--- src/rtl/game_sprite_mover_if.sv ---
// Control bundle between the game master FSM and one sprite mover.
// The FSM drives the write/enable strobes; the mover reports the on-screen flag.
interface game_sprite_mover_if #(
   parameter int X_WIDTH  = 10,
   parameter int Y_WIDTH  = 10,
   parameter int DX_WIDTH = 3,
   parameter int DY_WIDTH = 3
);
   logic                sprite_write_xy;
   logic                sprite_write_dxy;
   logic [X_WIDTH-1:0]  sprite_write_x;
   logic [Y_WIDTH-1:0]  sprite_write_y;
   logic [DX_WIDTH-1:0] sprite_write_dx;
   logic [DY_WIDTH-1:0] sprite_write_dy;
   logic                sprite_enable_update;
   logic                sprite_within_screen;

   modport master (
      output sprite_write_xy, sprite_write_dxy,
      output sprite_write_x, sprite_write_y,
      output sprite_write_dx, sprite_write_dy,
      output sprite_enable_update,
      input  sprite_within_screen
   );

   modport slave (
      input  sprite_write_xy, sprite_write_dxy,
      input  sprite_write_x, sprite_write_y,
      input  sprite_write_dx, sprite_write_dy,
      input  sprite_enable_update,
      output sprite_within_screen
   );
endinterface

--- src/rtl/game_sprite_mover.sv ---
// Position/velocity engine for one sprite: strobed moves, on-screen flag,
// and a registered per-pixel hit flag for the collision stage.
module game_sprite_mover #(
   parameter int X_WIDTH       = 10,
   parameter int Y_WIDTH       = 10,
   parameter int DX_WIDTH      = 3,
   parameter int DY_WIDTH      = 3,
   parameter int SCREEN_WIDTH  = 640,
   parameter int SCREEN_HEIGHT = 480,
   parameter int SPRITE_WIDTH  = 8,
   parameter int SPRITE_HEIGHT = 8,
   parameter int STROBE_WIDTH  = 20
) (
   input  logic               clk,
   input  logic               reset_n,
   game_sprite_mover_if.slave bus,
   input  logic [X_WIDTH-1:0] pixel_x,
   input  logic [Y_WIDTH-1:0] pixel_y,
   output logic [X_WIDTH-1:0] sprite_x,
   output logic [Y_WIDTH-1:0] sprite_y,
   output logic               sprite_hit
);

   localparam int X_MAX = SCREEN_WIDTH - SPRITE_WIDTH;
   localparam int Y_MAX = SCREEN_HEIGHT - SPRITE_HEIGHT;

   logic [STROBE_WIDTH-1:0] strobe_cnt;
   logic [DX_WIDTH-1:0]     dx;
   logic [DY_WIDTH-1:0]     dy;
   logic                    move_strobe;
   logic                    do_move;
   logic [X_WIDTH-1:0]      dx_ext;
   logic [Y_WIDTH-1:0]      dy_ext;
   logic [X_WIDTH:0]        x_end;
   logic [Y_WIDTH:0]        y_end;
   logic                    hit_next;

   assign move_strobe = &strobe_cnt;
   assign do_move     = move_strobe & bus.sprite_enable_update;

   assign dx_ext = {{(X_WIDTH-DX_WIDTH){dx[DX_WIDTH-1]}}, dx};
   assign dy_ext = {{(Y_WIDTH-DY_WIDTH){dy[DY_WIDTH-1]}}, dy};

   // One extra bit keeps the box edge from wrapping near the right/bottom.
   assign x_end = {1'b0, sprite_x} + (X_WIDTH+1)'(SPRITE_WIDTH);
   assign y_end = {1'b0, sprite_y} + (Y_WIDTH+1)'(SPRITE_HEIGHT);

   assign hit_next = (pixel_x >= sprite_x)
                   & ({1'b0, pixel_x} < x_end)
                   & (pixel_y >= sprite_y)
                   & ({1'b0, pixel_y} < y_end);

   assign bus.sprite_within_screen =
      ({1'b0, sprite_x} <= (X_WIDTH+1)'(X_MAX)) &
      ({1'b0, sprite_y} <= (Y_WIDTH+1)'(Y_MAX));

   always_ff @(posedge clk or negedge reset_n) begin
      if (!reset_n) begin
         strobe_cnt <= '0;
      end else begin
         strobe_cnt <= strobe_cnt + 1'b1;
      end
   end

   // A position write wins over a move landing on the same edge.
   always_ff @(posedge clk or negedge reset_n) begin
      if (!reset_n) begin
         sprite_x <= '0;
         sprite_y <= '0;
      end else if (bus.sprite_write_xy) begin
         sprite_x <= bus.sprite_write_x;
         sprite_y <= bus.sprite_write_y;
      end else if (do_move) begin
         sprite_x <= sprite_x + dx_ext;
         sprite_y <= sprite_y + dy_ext;
      end
   end

   always_ff @(posedge clk or negedge reset_n) begin
      if (!reset_n) begin
         dx <= '0;
         dy <= '0;
      end else if (bus.sprite_write_dxy) begin
         dx <= bus.sprite_write_dx;
         dy <= bus.sprite_write_dy;
      end
   end

   always_ff @(posedge clk or negedge reset_n) begin
      if (!reset_n) begin
         sprite_hit <= 1'b0;
      end else begin
         sprite_hit <= hit_next;
      end
   end

endmodule

--- src/flat_wrapper.sv ---
// flat-port wrapper written by rule: the top's interface ports become plain ports
module game_sprite_mover_flat 
#(
   parameter int X_WIDTH       = 10,
   parameter int Y_WIDTH       = 10,
   parameter int DX_WIDTH      = 3,
   parameter int DY_WIDTH      = 3,
   parameter int SCREEN_WIDTH  = 640,
   parameter int SCREEN_HEIGHT = 480,
   parameter int SPRITE_WIDTH  = 8,
   parameter int SPRITE_HEIGHT = 8,
   parameter int STROBE_WIDTH  = 20
)
  (clk, reset_n, pixel_x, pixel_y, sprite_x, sprite_y, sprite_hit, bus_sprite_write_xy, bus_sprite_write_dxy, bus_sprite_write_x, bus_sprite_write_y, bus_sprite_write_dx, bus_sprite_write_dy, bus_sprite_enable_update, bus_sprite_within_screen);
  game_sprite_mover_if #(.X_WIDTH(X_WIDTH), .Y_WIDTH(Y_WIDTH), .DX_WIDTH(DX_WIDTH), .DY_WIDTH(DY_WIDTH)) bus_i ();
  input  logic clk;
  input  logic reset_n;
  input  logic [X_WIDTH-1:0] pixel_x;
  input  logic [Y_WIDTH-1:0] pixel_y;
  output logic [X_WIDTH-1:0] sprite_x;
  output logic [Y_WIDTH-1:0] sprite_y;
  output logic sprite_hit;
  input wire logic [$bits(bus_i.sprite_write_xy)-1:0] bus_sprite_write_xy;
  input wire logic [$bits(bus_i.sprite_write_dxy)-1:0] bus_sprite_write_dxy;
  input wire logic [$bits(bus_i.sprite_write_x)-1:0] bus_sprite_write_x;
  input wire logic [$bits(bus_i.sprite_write_y)-1:0] bus_sprite_write_y;
  input wire logic [$bits(bus_i.sprite_write_dx)-1:0] bus_sprite_write_dx;
  input wire logic [$bits(bus_i.sprite_write_dy)-1:0] bus_sprite_write_dy;
  input wire logic [$bits(bus_i.sprite_enable_update)-1:0] bus_sprite_enable_update;
  output wire logic [$bits(bus_i.sprite_within_screen)-1:0] bus_sprite_within_screen;
  assign bus_i.sprite_write_xy = bus_sprite_write_xy;
  assign bus_i.sprite_write_dxy = bus_sprite_write_dxy;
  assign bus_i.sprite_write_x = bus_sprite_write_x;
  assign bus_i.sprite_write_y = bus_sprite_write_y;
  assign bus_i.sprite_write_dx = bus_sprite_write_dx;
  assign bus_i.sprite_write_dy = bus_sprite_write_dy;
  assign bus_i.sprite_enable_update = bus_sprite_enable_update;
  assign bus_sprite_within_screen = bus_i.sprite_within_screen;
  game_sprite_mover #(.X_WIDTH(X_WIDTH), .Y_WIDTH(Y_WIDTH), .DX_WIDTH(DX_WIDTH), .DY_WIDTH(DY_WIDTH), .SCREEN_WIDTH(SCREEN_WIDTH), .SCREEN_HEIGHT(SCREEN_HEIGHT), .SPRITE_WIDTH(SPRITE_WIDTH), .SPRITE_HEIGHT(SPRITE_HEIGHT), .STROBE_WIDTH(STROBE_WIDTH)) u_core (.clk(clk), .reset_n(reset_n), .bus(bus_i), .pixel_x(pixel_x), .pixel_y(pixel_y), .sprite_x(sprite_x), .sprite_y(sprite_y), .sprite_hit(sprite_hit));
endmodule
--- config.mk ---
export PLATFORM = sky130hd
export DESIGN_NAME = game_sprite_mover_flat
export DESIGN_NICKNAME = d
export VERILOG_FILES = /design/src/rtl/game_sprite_mover_if.sv /design/src/rtl/game_sprite_mover.sv /design/src/flat_wrapper.sv
export SDC_FILE = /design/constraint.sdc
export NUM_CORES = 1
export LEC_CHECK = 0
export CAP_MARGIN = 25
export CORE_MARGIN = 2
export CORE_UTILIZATION = 35
export DETAILED_ROUTE_END_ITERATION = 10
export HOLD_SLACK_MARGIN = 0.06
export PLACE_DENSITY = 0.68
export SYNTH_ARGS = -nofsm -noshare
export SYNTH_HDL_FRONTEND = slang
export SYNTH_SLANG_ARGS = --single-unit
--- constraint.sdc ---
create_clock -name clk -period 2.7 [get_ports clk]
set_input_delay 0.405 -clock clk [delete_from_list [all_inputs] [get_ports clk]]
set_output_delay 0.405 -clock clk [all_outputs]
set_load 0.01 [all_outputs]
==> flow_metrics.tcl, run 1 <==
set metrics [dict create \
    tightest_slew_ns 0.5513 \
    core_area_sq_um 10420 \
    antenna_found_initial 0 \
    cts_tree "done" \
    place_ws_ns 0.2060 \
    synth_compound_area_frac 0.1892 \
    drc 0 \
    clk_transition_reported_paths_ns 0.09 \
    timing.final.crit_share 0.9026 \
    cts_buffers 5 \
    ios 73 \
    wl_per_cell_um 14.64 \
    r2r_setup_slack_ns 0.26 \
    synth_largest_area_cell "dfrtp_1" \
    grt_max_degree 32 \
    synthMuxAreaShare 0.02783 \
    firstDrtPassIters 5 \
    clock_skew_ns 0.007713 \
    end_kind "register" \
    vias 3269 \
    final_nets 603 \
    total_power_mw 1.982 \
    grt_pass1_vias 3283 \
    rsz0062_at_grt "false" \
    min_from "u_core.strobe_cnt[18]$_DFF_PN0_" \
    die_h_um 107.9 \
    final_max_slew_viol_count 0 \
    initial_utilization 0.3625 \
    fin_cells 632 \
    yosys_warnings 0 \
    status "completed" \
    die_w_um 107.9 \
    powerDensity_nw_per_um2 413.0 \
    drive_gt1_frac 0.04839 \
    synthArstFlopShare 1.000 \
    reg2regPathDepth 8 \
    syn_inst 419 \
    grt_pass1_wl_mm 15.53 \
    dp_hpwl_mm 7.416 \
    synth_area_sq_um 3776 \
    hold_viol 0 \
    drt_wl_total_mm 9.255 \
    cts-root-buf "clkbuf_8" \
    slew_headroom 0.6229 \
    placed_cells 623 \
    cp-start-kind "register" \
    grt_usage 0.1661 \
    hold_depth 1 \
    yosysMostFrequentCell "ha_1" \
    cts_sinks 47 \
    htreeDepth 2 \
    hold_class "reg -> reg" \
    slowest_stage "dfrtp_1" \
    clk_latency_ns 0.31 \
    synth_xor_area_frac 0.08814 \
    crit_path_start "u_core.dx[2]$_DFFE_PN0P_" \
    cap_violations 0 \
    synth_flop_cell "dfrtp_1" \
    worst-path-buf-inv 0 \
    diodes 0 \
    rows 37 \
    fin_setup_tns_ns 0 \
    avgSynthCellArea_sq_um 9.012 \
    synth-adder-area-share 0.1928 \
    crit_chain "ha_1 -> o21ai_0 -> o21ai_1 -> nand2_1 -> o2111a_1 -> o41ai_1 -> xnor2_1 -> o21ai_1" \
    synth_cell_type_count 47 \
    setup_viol 0 \
    syn_nets 527 \
    critical_path_peak_fanout 12 \
    cpPeakStageDelay_ns 0.53 \
    synthToLayoutAreaGrowth_pct 27.07 \
    worstSetupPathType "reg -> reg" \
    die_area_sq_um 11640 \
    layout_setup_ws_ns 0.2630 \
    hold-worst-slack_ns 0.4709 \
    ir_worst_vdd_mv 0.2605 \
    post-route-min-period_ns 2.437 \
    min_to "u_core.strobe_cnt[18]$_DFF_PN0_" \
    gp_congestion 0.9381 \
    num-fill-cells 1003 \
    port-buffer-count 72 \
    path_delay_family "compound AO/OA/AOI/OAI gates" \
    r2r_end "u_core.sprite_x[9]$_DFFE_PN0P_" \
    seq_area_frac_synth 0.3115 \
    drt_iter0_drc 113 \
    synth-edff-count 0 \
    cp_data_required_time_ns 2.90 \
    r2r-start "u_core.dx[2]$_DFFE_PN0P_" \
    cts_setup_buffers 0 \
    viasPerCell 5.172 \
    antenna_left 0 \
    max_freq_ghz 0.4103 \
    cpMostUsedCell "o21ai_1" \
    synthTopCellsByArea "dfrtp_1, ha_1, xnor2_1, o21ai_0, a21oi_1" \
    synth-simple-area-share 0.1458 \
    grt_overflow 0 \
    ys_top_cells_by_count "ha_1, dfrtp_1, inv_1" \
    synth_seq_cells 47 \
    cts_buffer_depth 2 \
    worstPathArrival_ns 2.64 \
    leakage_nw 2.159 \
    synth_top_cell_area_share 0.3115 \
    synth_top_family_by_area "adder cells" \
]
[cell usage in the layout, fill, tap and decap left out, drive strengths merged, types with 2 or more instances in the layout]
cell type	n
a2111oi	3
a211oi	7
a21o	13
a21oi	30
a31oi	5
and3	4
and4	2
buf	6
clkbuf	6
clkdlybuf4s50	70
dfrtp	47
fa	2
ha	55
inv	36
mux2	4
mux2i	6
nand2	33
nand2b	4
nand3	16
nand4	6
nor2	17
nor2b	7
nor3	10
nor4	4
o211ai	2
o21a	7
o21ai	34
o21bai	3
o311ai	2
o41ai	2
or3	2
xnor2	31
xor2	7
[worst max-delay path by stage]
stage	endpoint	slack [ns]	cells after the start
5_1_grt	u_core.sprite_x[9]$_DFFE_PN0P_	0.05	8
6_report	u_core.sprite_x[9]$_DFFE_PN0P_	0.26	8
4_1_cts	bus_sprite_within_screen	0.02	5
2_1_floorplan	u_core.sprite_y[9]$_DFFE_PN0P_	0.52	7
3_5_place_dp	u_core.sprite_hit$_DFF_PN0_	0.21	8
3_3_place_gp	bus_sprite_within_screen	0.25	6
[cells by family (layout without fill, tap and decap cells)]
kind of cell,Yosys count,after routing
multiplexers,10,10
adder cells (fa/ha/maj),57,57
XOR/XNOR,38,38
buffers and inverters,44,121
AND/OR/NAND/NOR,108,108
flip-flops,47,47
AO/OA/AOI/OAI,115,115
[report_power, final]
group,switching [mW],leakage (nW),internal [mW]
clock network,0.256,0.0418,0.186
logic,0.361,1.53,0.376
registers,0.0631,0.587,0.740
total,0.679,2.16,1.30
[metrics by stage]
stage	area (sq um)	utilization
after floorplan	3776	-
final	4798	0.4607
after CTS	4776	0.4585
after global routing	4798	0.4607
after global placement	4662	0.4476
after detailed placement	4662	0.4476
[state kept, by name (all words and copies together), names as in the netlist]
register / flops
u_core.strobe_cnt: 20
u_core.sprite_x: 10
u_core.sprite_y: 10
u_core.dx: 3
u_core.dy: 3
u_core.sprite_hit: 1
[final cells by class]
type	count	area, sq um	share of cell area
Sequential cell	47	1177	0.2454
Clock inverter	2	16.27	0.003390
Tap cell	136	170.2	0.03546
Clock buffer	6	72.57	0.01512
Multi-Input combinational cell	328	2465	0.5137
Inverter	35	131.4	0.02738
Timing Repair Buffer	78	765.7	0.1596
[routing by layer]
metal	wire (um)	GRT usage
met2	3999	0.2583
met3	512	0.03511
met1	4623	0.2387
met5	0	0
met4	119	0.03114
[timing repair]
| action | CTS | global route |
|---|---|---|
| hold buffers | 1 | 0 |
| hold endpoints to repair | 16 | 0 |
| endpoints found under the setup margin | 1 | 1 |
| gates resized for setup | 3 | 3 |
| gates cloned | 0 | 0 |
| pin swaps | 0 | 0 |
Power figures use the tool's default switching activity.
==> inputs of run 2 (changes only) <==
- CAP_MARGIN: 25 -> 30
==> results of run 2 <==
Same layout as run 1: the final DEF is identical, and so are final timing and power.
==> inputs of run 3 (changes only) <==
- RECOVER_POWER: default -> 25
==> run 3 against run 2 <==
Compared with the run above:
- clock power barely moved
- final area fell by 0.13%
- worst hold slack barely moved
- die area did not move
- sequential share of layout area barely moved
- global-route usage did not move
- sequential cell count did not move
- setup slack got worse by 0.0015 ns
- total power barely moved
- critical path type unchanged
- critical endpoint is now u_core.sprite_y[9]$_DFFE_PN0P_
- largest cell class unchanged
- highest routed layer unchanged
==> flow_metrics.tcl, run 3 (same netlist as run 1, synthesis figures left out) <==
set metrics [dict create \
    synthToLayoutAreaGrowth_pct 26.91 \
    top_regs "u_core.strobe_cnt: 20 flops, u_core.sprite_x: 10 flops, u_core.sprite_y: 10 flops" \
    end_kind "register" \
    cap_violations 0 \
    drt_wl_total_mm 9.236 \
    port-buffer-count 72 \
    min_to "u_core.strobe_cnt[18]$_DFF_PN0_" \
    fin_setup_tns_ns 0 \
    cpMostUsedCell "a21oi_1" \
    placed_cells 623 \
    grt_usage 0.1661 \
    slowest_stage "dfrtp_1" \
    hold_viol 0 \
    clk_transition_reported_paths_ns 0.09 \
    grt_util_met1 0.2387 \
    vias 3277 \
    fin_cells 632 \
    r2r_setup_slack_ns 0.26 \
    firstDrtPassIters 4 \
    die_area_sq_um 11640 \
    crit_chain "ha_1 -> a21oi_1 -> nor2b_1 -> a2111oi_0 -> a21oi_1 -> xnor2_1 -> or3_1 -> a31oi_1" \
    leakage_nw 2.157 \
    largest_reg_flops 20 \
    critical_path_peak_fanout 9 \
    die_h_um 107.9 \
    worstSetupPathType "reg -> reg" \
    rsz0062_at_grt "false" \
    cp-start-kind "register" \
    htreeDepth 2 \
    min_from "u_core.strobe_cnt[18]$_DFF_PN0_" \
    cts_setup_buffers 0 \
    grt.busiest_layer "met2" \
    final_cell_mix "clkdlybuf4s50_1, ha_1, dfrtp_1" \
    clk_latency_ns 0.31 \
    diodes 0 \
    antenna_found_initial 0 \
    initial_utilization 0.3625 \
    cpPeakStageDelay_ns 0.52 \
    wl_per_cell_um 14.61 \
    cts-root-buf "clkbuf_8" \
    antenna_left 0 \
    reg2regPathDepth 8 \
    ir_worst_vdd_mv 0.2603 \
    top_register "u_core.strobe_cnt" \
    setup_viol 0 \
    timing.final.crit_share 0.9031 \
    cts_buffers 5 \
    drc 0 \
    die_w_um 107.9 \
    dp_hpwl_mm 7.416 \
    path_delay_family "compound AO/OA/AOI/OAI gates" \
    viasPerCell 5.185 \
    total_power_mw 1.981 \
    gp_congestion 0.9381 \
    max_freq_ghz 0.4101 \
    grt_pass1_vias 3283 \
    cts_buffer_depth 2 \
    final_max_slew_viol_count 0 \
    tightest_slew_ns 1.040 \
    cp_data_required_time_ns 2.94 \
    grt_max_degree 32 \
    layout_setup_ws_ns 0.2616 \
    r2r-start "u_core.dy[2]$_DFFE_PN0P_" \
    dpl_cell_area_sq_um 4662 \
    slew_headroom 0.3063 \
    core_area_sq_um 10420 \
    drt_iter0_drc 125 \
    ios 73 \
    cts_sinks 47 \
    drive_gt1_frac 0.04435 \
    clock_skew_ns 0.006735 \
    place_ws_ns 0.2060 \
    met3_usage 0.03511 \
    grt_overflow 0 \
    use_met2 0.2583 \
    layout_commonest_cell "clkdlybuf4s50_1" \
    design_area_sq_um 4792 \
    powerDensity_nw_per_um2 413.3 \
    rows 37 \
    status "completed" \
    worstPathArrival_ns 2.67 \
    hold_depth 1 \
    grt_pass1_wl_mm 15.53 \
    post-route-min-period_ns 2.438 \
    final_nets 603 \
    hold_class "reg -> reg" \
    worst-path-buf-inv 0 \
    r2r_end "u_core.sprite_y[9]$_DFFE_PN0P_" \
    cts_tree "done" \
]
## run 3: changes by cell type in the layout (fill, tap and decap cells not counted), sizes merged
cell           change
clkbuf             +1
buf                -1
clkdlybuf4s50      -1
dlygate4sd3        +1
## run 3: per-stage QoR
stage / utilization / hold WS [ns]
floorplan: - / 0.1094
global placement: 0.4476 / 0.3698
detailed placement: 0.4476 / 0.3694
CTS: 0.4585 / 0.4763
global route: 0.4601 / 0.4921
finish: 0.4601 / 0.4709
## run 3: area by class of cell
cell class | instances | area, sq um
Sequential cell | 47 | 1177
Fill cell | 1004 | 5624
Inverter | 35 | 131.4
Clock inverter | 2 | 16.27
Multi-Input combinational cell | 328 | 2460
Tap cell | 136 | 170.2
Timing Repair Buffer | 78 | 764.5
Clock buffer | 6 | 72.57
## run 3: routing by layer
| layer | wire (um) | up-vias |
|---|---|---|
| met1 | 4632 | 1510 |
| met5 | 0 | - |
| li1 | - | 1663 |
| met3 | 510 | 13 |
| met2 | 3973 | 91 |
| met4 | 119 | 0 |
## run 3: worst register-to-register path: cells and delay by family (launching register included)
kind | cells | cell delay [ns]
adder cells (fa/ha/maj) | 1 | 0.40
AO/OA/AOI/OAI | 4 | 0.88
XOR/XNOR | 1 | 0.16
AND/OR/NAND/NOR | 2 | 0.40
flip-flops | 1 | 0.52
## run 3: where the power goes
part | internal (mW) | leakage (nW) | switching [mW] | total [mW]
Clock | 0.186 | 0.0418 | 0.255 | 0.442
Sequential | 0.740 | 0.587 | 0.0630 | 0.803
Combinational | 0.375 | 1.53 | 0.361 | 0.736
## run 3: worst max path at each step
stage / startpoint / endpoint / slack (ns) / depth (start not counted)
after floorplan: u_core.sprite_y[5]$_DFFE_PN0P_ / u_core.sprite_y[9]$_DFFE_PN0P_ / 0.52 / 7
after global placement: u_core.sprite_x[6]$_DFFE_PN0P_ / bus_sprite_within_screen / 0.25 / 6
after detailed placement: u_core.sprite_x[6]$_DFFE_PN0P_ / u_core.sprite_hit$_DFF_PN0_ / 0.21 / 8
after CTS: u_core.sprite_x[3]$_DFFE_PN0P_ / bus_sprite_within_screen / 0.02 / 5
after global routing: u_core.dx[2]$_DFFE_PN0P_ / u_core.sprite_x[9]$_DFFE_PN0P_ / 0.05 / 8
final: u_core.dy[2]$_DFFE_PN0P_ / u_core.sprite_y[9]$_DFFE_PN0P_ / 0.26 / 8
## run 3: repair_timing
item	in CTS	in global routing
setup endpoints to repair	1	1
hold endpoints to repair	16	0
resized for setup	3	3
hold buffers	1	0
